<file path="src/rtl/simo_unpack_fifo.sv">
// Purpose: unpacks one precision-packed byte per write (1x8b, 2x4b or 4x2b) and pops up to DATA_LENGTH elements per pop.
// Latency: pop data is registered at the accepting edge; written elements become poppable one edge later.
// Backpressure: o_full rises when free slots < capacity of current i_p_mode; writes while full and pops while empty are ignored.
module simo_unpack_fifo #(
  parameter int DEPTH       = 16,
  parameter int DATA_WIDTH  = 8,
  parameter int DATA_LENGTH = 8,
  parameter int ADDR_WIDTH  = $clog2(DEPTH)
) (
  input  logic                                    i_clk,
  input  logic                                    i_nrst,
  input  logic                                    i_clear,
  input  logic                                    i_write_en,
  input  logic [1:0]                              i_p_mode,
  input  logic [DATA_WIDTH-1:0]                   i_data,
  input  logic [1:0]                              i_partial,
  input  logic                                    i_pop_en,
  output logic [DATA_LENGTH-1:0][DATA_WIDTH-1:0]  o_data,
  output logic [DATA_LENGTH-1:0]                  o_valid,
  output logic                                    o_pop_valid,
  output logic [ADDR_WIDTH:0]                     o_count,
  output logic                                    o_empty,
  output logic                                    o_full
);

  localparam int CW = ADDR_WIDTH + 1;

  logic [DATA_WIDTH-1:0] mem [DEPTH];
  logic [ADDR_WIDTH-1:0] w_ptr;
  logic [ADDR_WIDTH-1:0] r_ptr;
  logic [CW-1:0]         count;

  logic [CW-1:0]         cap;
  logic [CW-1:0]         free_slots;
  logic [CW-1:0]         wr_n;
  logic [CW-1:0]         pop_m;
  logic                  wr_acc;
  logic                  pop_acc;
  logic [3:0][DATA_WIDTH-1:0]              sub_dat;
  logic [DATA_LENGTH-1:0][DATA_WIDTH-1:0]  pop_dat;
  logic [DATA_LENGTH-1:0]                  pop_vld;

  // Mode capacity, fullness against that capacity, and element counts moved this cycle.
  always_comb begin
    cap = CW'(1);
    case (i_p_mode)
      2'b01:   cap = CW'(2);
      2'b10:   cap = CW'(4);
      default: cap = CW'(1);
    endcase
    free_slots = CW'(DEPTH) - count;
    o_full     = (free_slots < cap);
    o_empty    = (count == '0);
    wr_acc     = i_write_en && !o_full;
    pop_acc    = i_pop_en && !o_empty;
    // Partial counts beyond the mode capacity saturate to a full word.
    if (i_partial == 2'd0 || CW'(i_partial) >= cap) wr_n = cap;
    else                                            wr_n = CW'(i_partial);
    pop_m = (count < CW'(DATA_LENGTH)) ? count : CW'(DATA_LENGTH);
  end

  // Split the packed byte into zero-extended subwords; slots above the mode capacity are never written.
  always_comb begin
    for (int k = 0; k < 4; k++) begin
      sub_dat[k] = '0;
      case (i_p_mode)
        2'b01:   sub_dat[k] = DATA_WIDTH'(i_data[(k % 2) * 4 +: 4]);
        2'b10:   sub_dat[k] = DATA_WIDTH'(i_data[k * 2 +: 2]);
        default: sub_dat[k] = i_data;
      endcase
    end
  end

  // Gather the oldest pop_m elements into lanes; the remaining lanes stay zero.
  always_comb begin
    pop_dat = '0;
    pop_vld = '0;
    for (int i = 0; i < DATA_LENGTH; i++) begin
      if (CW'(i) < pop_m) begin
        pop_dat[i] = mem[r_ptr + ADDR_WIDTH'(i)];
        pop_vld[i] = 1'b1;
      end
    end
  end

  // Element storage; contents survive reset and clear, only pointers say what is live.
  always_ff @(posedge i_clk) begin
    if (i_nrst && !i_clear && wr_acc) begin
      for (int k = 0; k < 4; k++) begin
        if (CW'(k) < wr_n) mem[w_ptr + ADDR_WIDTH'(k)] <= sub_dat[k];
      end
    end
  end

  // Pointers, occupancy and registered pop outputs; count uses pre-update values for both sides.
  always_ff @(posedge i_clk) begin
    if (!i_nrst) begin
      w_ptr       <= '0;
      r_ptr       <= '0;
      count       <= '0;
      o_data      <= '0;
      o_valid     <= '0;
      o_pop_valid <= 1'b0;
    end else if (i_clear) begin
      w_ptr       <= '0;
      r_ptr       <= '0;
      count       <= '0;
      o_data      <= '0;
      o_valid     <= '0;
      o_pop_valid <= 1'b0;
    end else begin
      if (wr_acc)  w_ptr <= w_ptr + wr_n[ADDR_WIDTH-1:0];
      if (pop_acc) r_ptr <= r_ptr + pop_m[ADDR_WIDTH-1:0];
      count       <= count + (wr_acc ? wr_n : '0) - (pop_acc ? pop_m : '0);
      o_data      <= pop_acc ? pop_dat : '0;
      o_valid     <= pop_acc ? pop_vld : '0;
      o_pop_valid <= pop_acc;
    end
  end

  assign o_count = count;

endmodule

</file>
<file path="config.mk">
export PLATFORM = sky130hd
export DESIGN_NAME = simo_unpack_fifo
export DESIGN_NICKNAME = d
export VERILOG_FILES = /design/src/rtl/simo_unpack_fifo.sv
export SDC_FILE = /design/constraint.sdc
export NUM_CORES = 1
export LEC_CHECK = 0
export CAP_MARGIN = 25
export CORE_MARGIN = 8
export CORE_UTILIZATION = 45
export DETAILED_ROUTE_END_ITERATION = 12
export PLACE_DENSITY = 0.66
export SLEW_MARGIN = 5
export SYNTH_ARGS = -nofsm -noshare
export SYNTH_HDL_FRONTEND = slang
export SYNTH_SLANG_ARGS = --single-unit
</file>
<file path="constraint.sdc">
create_clock -name i_clk -period 3.6 [get_ports i_clk]
set_clock_uncertainty 0.05 [all_clocks]
set_input_delay 0.36 -clock i_clk [delete_from_list [all_inputs] [get_ports i_clk]]
set_output_delay 0.36 -clock i_clk [all_outputs]
set_load 0.02 [all_outputs]
</file>
==> results of run 1 <==
layout make-up:
cell class              count  area (um2)  share of cell area (%)
flip-flops and latches    214        5580                    31.4
repair buffers            249        2300                    13.0
clock inverters             6        47.5                   0.268
well taps                 402         503                    2.83
clock buffers              38         843                    4.75
inverters                  41         161                   0.909
multi-input cells         797        8320                    46.9
cell usage in the layout (no fill, tap or decap), types with 29 or more instances in the layout:
master,synthesis,final
clkdlybuf4s50_1,0,95
a211oi_1,45,45
nor2_1,65,65
clkbuf_16,0,31
mux2i_1,62,62
edfxtp_1,128,128
inv_1,36,36
dfxtp_1,86,82
a21oi_1,45,44
buf_4,2,138
ha_1,30,29
nand2_1,57,57
mux4_2,175,175
nor2b_1,46,46
layer usage:
| metal | part of all wire [%] | wire length [um] | up-vias |
|---|---|---|---|
| met4 | 3.8 | 1740 | 0 |
| met3 | 9.4 | 4350 | 99 |
| li1 | - | - | 4879 |
| met1 | 40 | 18400 | 5569 |
| met2 | 47 | 21800 | 758 |
| met5 | 0 | 0 | - |
power by group through the flow:
stage | Sequential [mW] | Combinational [mW] | Clock, mW
CTS | 2.74 | 2.68 | 2.66
global placement | 2.79 | 2.65 | 0
global route | 2.75 | 2.87 | 2.76
detailed placement | 2.80 | 2.66 | 0
floorplan | 2.83 | 1.62 | 0
finish | 2.74 | 2.70 | 2.64
worst reg2reg max path: cells and delay by family, from the launching register on:
| family | cells | cell delay [ps] |
|---|---|---|
| flip-flops | 1 | 320 |
| AO/OA/AOI/OAI | 3 | 380 |
| AND/OR/NAND/NOR | 5 | 1300 |
| adder cells (fa/ha/maj) | 2 | 480 |
| buffers and inverters | 4 | 530 |
flip-flops by register name (all words and copies together) (netlist names):
signal,count
w_ptr,4
o_pop_valid,1
mem,128
o_data,64
r_ptr,4
o_count,5
o_valid,8
cells by family after synthesis:
logic type,after synthesis
buffers and inverters,121
xor gates and xnor gates,24
adders and majority gates,35
AOI/OAI and AO/OA,172
and+or+nand+nor,316
DFF,214
muxes,250
through the flow:
stage / worst slack [ps] / hold slack, ps / power [mW] / utilization, % / setup TNS [ps]
floorplan: 1.61 / 525 / 4.46 / - / 0
global placement: -269 / 465 / 5.44 / 53.4 / -8570
detailed placement: -325 / 477 / 5.46 / 53.4 / -12130
CTS: 27.0 / 488 / 8.08 / 56.2 / 0
global route: -17.6 / 501 / 8.38 / 56.3 / -17.6
finish: 229 / 482 / 8.08 / 56.3 / 0
path summary, 6_finish.rpt:
| kind | endpoint | slack, ps | cells after the start |
|---|---|---|---|
| worst max register to register | mem[2][5] | 230 | 14 |
| worst min register to register | r_ptr[0] | 480 | 2 |
| worst min-delay path | r_ptr[0] | 480 | 2 |
| worst max-delay path | mem[2][5] | 230 | 14 |
==> key figures, run 1 <==
Timing
  • Slew @ Worst Pin: 896 ps
  • Final period util: 93.6%
  • Peak Freq: 0.297 GHz
  • Relative slew slack: 39.9%
  • Minimum clock period after layout: 3370 ps
  • Final hold viol count: 0
  • Slew Viols, Final: 0
  • Final Setup Violations: 0

Power
  • Clock power frac: 32.6%
  • Max VDD drop: 0.270 mV
  • Sequential power share: 34.0%
  • Switching part of the total: 31.8%
  • Leak pwr: 6.34 nW
  • Net Sw Power: 2.57 mW
  • Int Power: 5.51 mW
  • Pwr/cell area: 455 mW/mm2
  • Combinational Power Share: 33.4%

GRT
  • Met2 Use GR: 38.7%
  • Initial antenna violation count: 0
  • Vias in the first global route: 10,700
  • First-pass GRT wire length: 69,300 um
  • GRT Total Usage: 23.8%
  • Largest net degree at the start of global routing: 68
  • GR peak layer: met2
  • M1 GR Usage: 31.6%
  • Gr ovfl total: 0
  • Global Route met3 Usage: 4.42%

Logic synthesis
  • Yosys cell types: 71
  • Yosys reg bits: 214
  • Ys async rst share: 0%
  • Syn Inst Count: 1,132
  • Post-Syn Area: 0.0144 mm2
  • Top cells by area, synth: mux4_2, edfxtp_1, dfxtp_1, mux2i_1, ha_1
  • Post-synthesis simple-gate area fraction: 12.0%
  • Largest family of logic cells by synthesized area: multiplexers
  • Sequential area share after synthesis: 38.6%
  • Post-synth top area share: 27.4%
  • Post-Synth XOR/XNOR Area: 1.46%
  • Post-Synth Adder-Cell Area: 3.30%
  • Syn nets: 1,184
  • Post-synth top area cell: mux4_2
  • Synth warn: 0
  • Post-synth EDFFs: 128
  • Synth cell count leaders: mux4_2, edfxtp_1, dfxtp_1, nor2_1, mux2i_1
  • Most frequent cell after synthesis: mux4_2
  • Most used DFF post-synth: edfxtp_1
  • Post-synthesis mux area share: 32.8%
  • Compound-Gate Fraction of Synth Area: 8.11%
  • Average size of a mapped cell: 12.7 um2

Job
  • Maxcap violations: 0

Floorplanning
  • Initial Utilization: 45.6%
  • I/O pin total: 97
  • Placement row count: 65
  • Die width: 195 um
  • Die ar.: 0.0380 mm2
  • Die height: 195 um
  • Core area: 0.0316 mm2

Clock network
  • CTS root buffer: clkbuf_16
  • Reg clk slew, reported paths: 70 ps
  • Clock latency on the worst-skew pair: 520 ps
  • Post-CTS setup buffers: 0
  • Clock sinks: 214
  • Num CTS Buffers: 24
  • TritonCTS clock tree: done
  • Post-CTS Resized: 0
  • CTS Hold Buffers Added: 0
  • Htree depth: 1
  • Clk buf depth: 3

Placed design
  • Buffers on Ports: 96
  • Area of placed instances: 0.0168 mm2
  • Post-DP HPWL: 35,700 um
  • Placed Cells: 1,702
  • Routability cong.: 0.969

Final layout
  • Synth-to-Final Area Change: 23.3%
  • Layout cells sized above 1: 30.9%
  • Non-filler cells, final: 1,747
  • Antenna cells: 0
  • Nets: 1,379
  • Fin area: 0.0178 mm2
  • Filler instances: 2,621

Drt
  • Residual DRC: 0
  • Wire length per cell: 26.5 um
  • Post-route antenna net violation count: 0
  • Initial DRC count: 1,159
  • WL final: 46,400 um
  • Via count: 11,300
  • Router iterations before antenna repair: 5
  • Vias per cell: 6.47

Critical path
  • Crit path launch: o_count[1]
  • Crit-path max cell delay: 640 ps
  • Worst Setup End Kind: register
  • WS Path Type: register to register
  • Startpoint Class: register
  • CP max-delay cell: or4b_1
  • CP bufs+invs: 4
  • Worst Path Arrival: 3540 ps
  • Worst r2r src: o_count[1]
  • Cell Chain, Critical Path: inv_1 -> ha_1 -> nor3b_1 -> ha_1 -> nor2b_1 -> o21ai_1 -> or2_4 -> buf_12 -> inv_6 -> or4b_1 -> o21ai_2 -> a31oi_1 -> nand2_1 -> buf_12
  • Worst EP required: 3770 ps
  • Top delay family on crit path: simple AND/OR/NAND/NOR gates
  • Max Fanout on Critical Path: 15

Hold path
  • Hold WC Path Type: register to register
  • Hold path startpoint: r_ptr[0]

Outcome
  • Status: finished clean
Note: power is estimated with default switching activity, not from simulation.
==> run 2, diff against run 1 <==
- ABC_AREA: default -> 1
==> key figures, run 2 <==
GRT
  • Vias in the first global route: 13,600 (+27%)
  • First-pass GRT wire length: 80,000 um (+15%)
  • GRT Total Usage: 26.8% (+3.1 points)
  • Gr ovfl total: 0 (unchanged)
  • Largest net degree at the start of global routing: 132 (+94%)
  • Initial antenna violation count: 0 (unchanged)

Critical path
  • Worst Path Arrival: 3700 ps (+160 ps)
  • R2R depth: 19 (+5)
  • Worst reg2reg setup slack: 270 ps (+40 ps)
  • CP bufs+invs: 3 (-1)
  • Top delay family on crit path: adder cells
  • Worst EP required: 3960 ps (+190 ps)
  • Max Fanout on Critical Path: 5 (-10)
  • Crit-path max cell delay: 480 ps (-160 ps)
  • WS Path Type: register to register
  • Cell with the most instances on the worst path: nand2_1
  • Cell Chain, Critical Path: inv_1 -> ha_1 -> nand2_1 -> nor2_1 -> ha_1 -> inv_1 -> nor2_1 -> nand2_1 -> nor2_1 -> nand2_1 -> nand2_2 -> inv_1 -> nand2_1 -> fa_1 -> fa_1 -> nor3_1 -> a211oi_1 -> o21ai_0 -> a21oi_1
  • Startpoint Class: register
  • Worst Setup End Kind: register
  • Worst r2r src: o_count[1]
  • FF-to-FF End: o_count[4]
  • CP max-delay cell: fa_1

Drt
  • Met3 WL post-DR: 3560 um (-18%)
  • Wire length per cell: 19.2 um (-28%)
  • Wire length on met1: 21,800 um (+18%)
  • Initial DRC count: 1,592 (+37%)
  • Router iterations before antenna repair: 8 (+3)
  • Via count: 15,100 (+34%)
  • Residual DRC: 0 (unchanged)
  • Top layer in use: met4
  • Met2 wire len: 24,400 um (+12%)
  • Post-route antenna net violation count: 0 (unchanged)
  • Vias per cell: 5.49 (-15%)
  • WL final: 52,900 um (+14%)

Logic synthesis
  • Average size of a mapped cell: 6.57 um2 (-48%)
  • Post-Syn Area: 0.0146 mm2 (+1.5%)
  • Yosys reg bits: 214 (unchanged)
  • Most used DFF post-synth: edfxtp_1
  • Synth cell count leaders: nand2_1, o21ai_0, inv_1, nand3_1, edfxtp_1
  • Yosys cell types: 42 (-41%)
  • Sequential area share after synthesis: 38.1% (-0.56 points)
  • Post-synth top area cell: edfxtp_1
  • Most frequent cell after synthesis: nand2_1
  • Synth warn: 0 (unchanged)
  • Post-synth top area share: 26.3% (-1.1 points)
  • Syn Inst Count: 2,223 (+96%)
  • Syn nets: 2,275 (+92%)
  • Top cells by area, synth: edfxtp_1, nand2_1, dfxtp_1, o21ai_0, nand3_1
  • Post-synth EDFFs: 128 (unchanged)
  • Ys async rst share: 0% (unchanged)

Clock network
  • Clock sinks: 214 (unchanged)
  • Reg clk slew, reported paths: 60 ps (about the same)
  • Num CTS Buffers: 25 (+4.2%)
  • CTS Hold Buffers Added: 0 (unchanged)
  • Clk buf depth: 3 (unchanged)
  • Clock latency on the worst-skew pair: 540 ps (+20 ps)
  • CTS root buffer: clkbuf_16
  • TritonCTS clock tree: done
  • Post-CTS setup buffers: 0 (unchanged)
  • Htree depth: 1 (unchanged)

Power
  • Pwr/cell area: 541 mW/mm2 (+19%)
  • Max VDD drop: 0.345 mV (+28%)
  • PnR Total Power: 9.29 mW (+15%)
  • Leak pwr: 7.92 nW (+25%)

Timing
  • Final period util: 92.6% (-1.0 points)
  • Slew @ Worst Pin: 1060 ps (+161 ps)
  • Peak Freq: 0.300 GHz (+1.1%)
  • Fin worst setup slack: 266 ps (+37.1 ps)
  • Slew Viols, Final: 0 (unchanged)
  • Relative slew slack: 29.3% (-11 points)
  • RSZ-0062 raised after global routing: false
  • Final Setup Violations: 0 (unchanged)
  • Final hold viol count: 0 (unchanged)
  • Minimum clock period after layout: 3330 ps (-37.1 ps)

Floorplanning
  • I/O pin total: 97 (unchanged)
  • Die width: 196 um (+0.67%)
  • Core area: 0.0323 mm2 (+2.3%)
  • Die height: 196 um (+0.67%)
  • Initial Utilization: 45.3% (-0.38 points)
  • Die ar.: 0.0385 mm2 (+1.3%)
  • Placement row count: 66 (+1.5%)

Final layout
  • Antenna cells: 0 (unchanged)
  • Non-filler cells, final: 2,759 (+58%)
  • Most frequent cells in the layout: nand2_1, o21ai_0, inv_1, nand3_1, edfxtp_1
  • Synth-to-Final Area Change: 17.4%
  • Max reg flops: 128 (unchanged)
  • Nets: 2,350 (+70%)
  • Layout cells sized above 1: 6.56% (-24 points)
  • Final Util: 53.1% (-3.1 points)
  • Largest regs: mem: 128 flops, o_data: 64 flops, o_valid: 8 flops
  • Most flops, register: mem
  • Commonest non-fill, non-tap cell in the layout: nand2_1

Hold path
  • Hold WC Path Type: input pin to register
  • Hold Path End: r_ptr[2]
  • WHS Path Cells: 4 (+2)
  • Hold path startpoint: i_pop_en

Job
  • Maxcap violations: 0 (unchanged)

Placed design
  • Buffers on Ports: 96 (unchanged)
  • Routability cong.: 0.984 (+1.6%)
  • Worst slack at placement: -46.4 ps (+278 ps)
  • Placed Cells: 2,713 (+59%)
  • Post-DP HPWL: 41,600 um (+16%)

Outcome
  • Status: finished clean
-- run 2: cell count changes in the layout (fill, tap and decap cells not counted), moves of 45 or more --
cell	delta
nor2b_1	-46
inv_1	+135
buf_4	-84
a21oi_1	+45
o21ai_0	+181
mux2i_1	-62
nand3_1	+143
nand2_1	+906
mux4_2	-175
nand4_1	+60
-- run 2: report_power, final --
part	total, mW	internal, mW	switching, mW
Clock	2.45	1.44	1.01
Sequential	2.79	2.71	0.0788
Combinational	4.05	1.19	2.86
-- run 2: worst max-delay path by stage --
stage | start | to | depth (start not counted)
6_report | o_count[1] | o_count[4] | 19
5_1_grt | o_count[1] | o_count[4] | 19
4_1_cts | o_count[1] | o_count[4] | 14
3_5_place_dp | i_p_mode[0] | o_count[4] | 18
3_3_place_gp | i_p_mode[0] | o_count[4] | 18
2_1_floorplan | o_count[1] | o_count[4] | 19
-- run 2: area by class of cell --
| class | count | area [um2] |
|---|---|---|
| fillers | 3164 | 15100 |
| multi-input cells | 1709 | 7870 |
| flip-flops and latches | 214 | 5570 |
| repair buffers | 165 | 1670 |
| inverters | 183 | 694 |
| clock buffers | 31 | 691 |
| well taps | 442 | 553 |
| clock inverters | 15 | 109 |
-- run 2: logic make-up (layout without fill, tap and decap cells) --
group	count (synthesis)	in the layout	share of synthesized area [%]
XOR/XNOR	12	12	0.771
buffers and inverters	300	394	8.20
AO/OA/AOI/OAI	327	327	11.9
AND/OR/NAND/NOR	1335	1335	37.8
adder cells (fa/ha/maj)	35	35	3.25
flip-flops	214	214	38.1
-- run 2: worst min-delay path: stages --
cell	delay, ps
clkdlybuf4s50_1	390
inv_1	90
nor2_4	60
a21oi_1	110
-- run 2: stage by stage --
stage / setup TNS [ps] / hold slack, ps / instance area [um2]
floorplan: 0 / 542 / 14600
detailed placement: -46.4 / 614 / 16300
global route: 0 / 522 / 17200
global placement: -20.9 / 599 / 16300
CTS: 0 / 451 / 17100
finish: 0 / 475 / 17200
-- run 2: timing repair --
action	CTS	global route
hold endpoints to repair	0	0
resized for setup	0	2
setup endpoints to repair	0	1
-- run 2: metal layers --
layer / vias up / global-route usage [%]
li1: 7412 / -
met1: 6947 / 33.4
met2: 656 / 45.1
met3: 121 / 2.81
met4: 0 / 15.0
met5: - / 0
==> run 3, diff against run 2 <==
- SLEW_MARGIN: 5 -> default
==> results of run 3 <==
No change in the layout: final DEF, timing and power equal those of run 2.
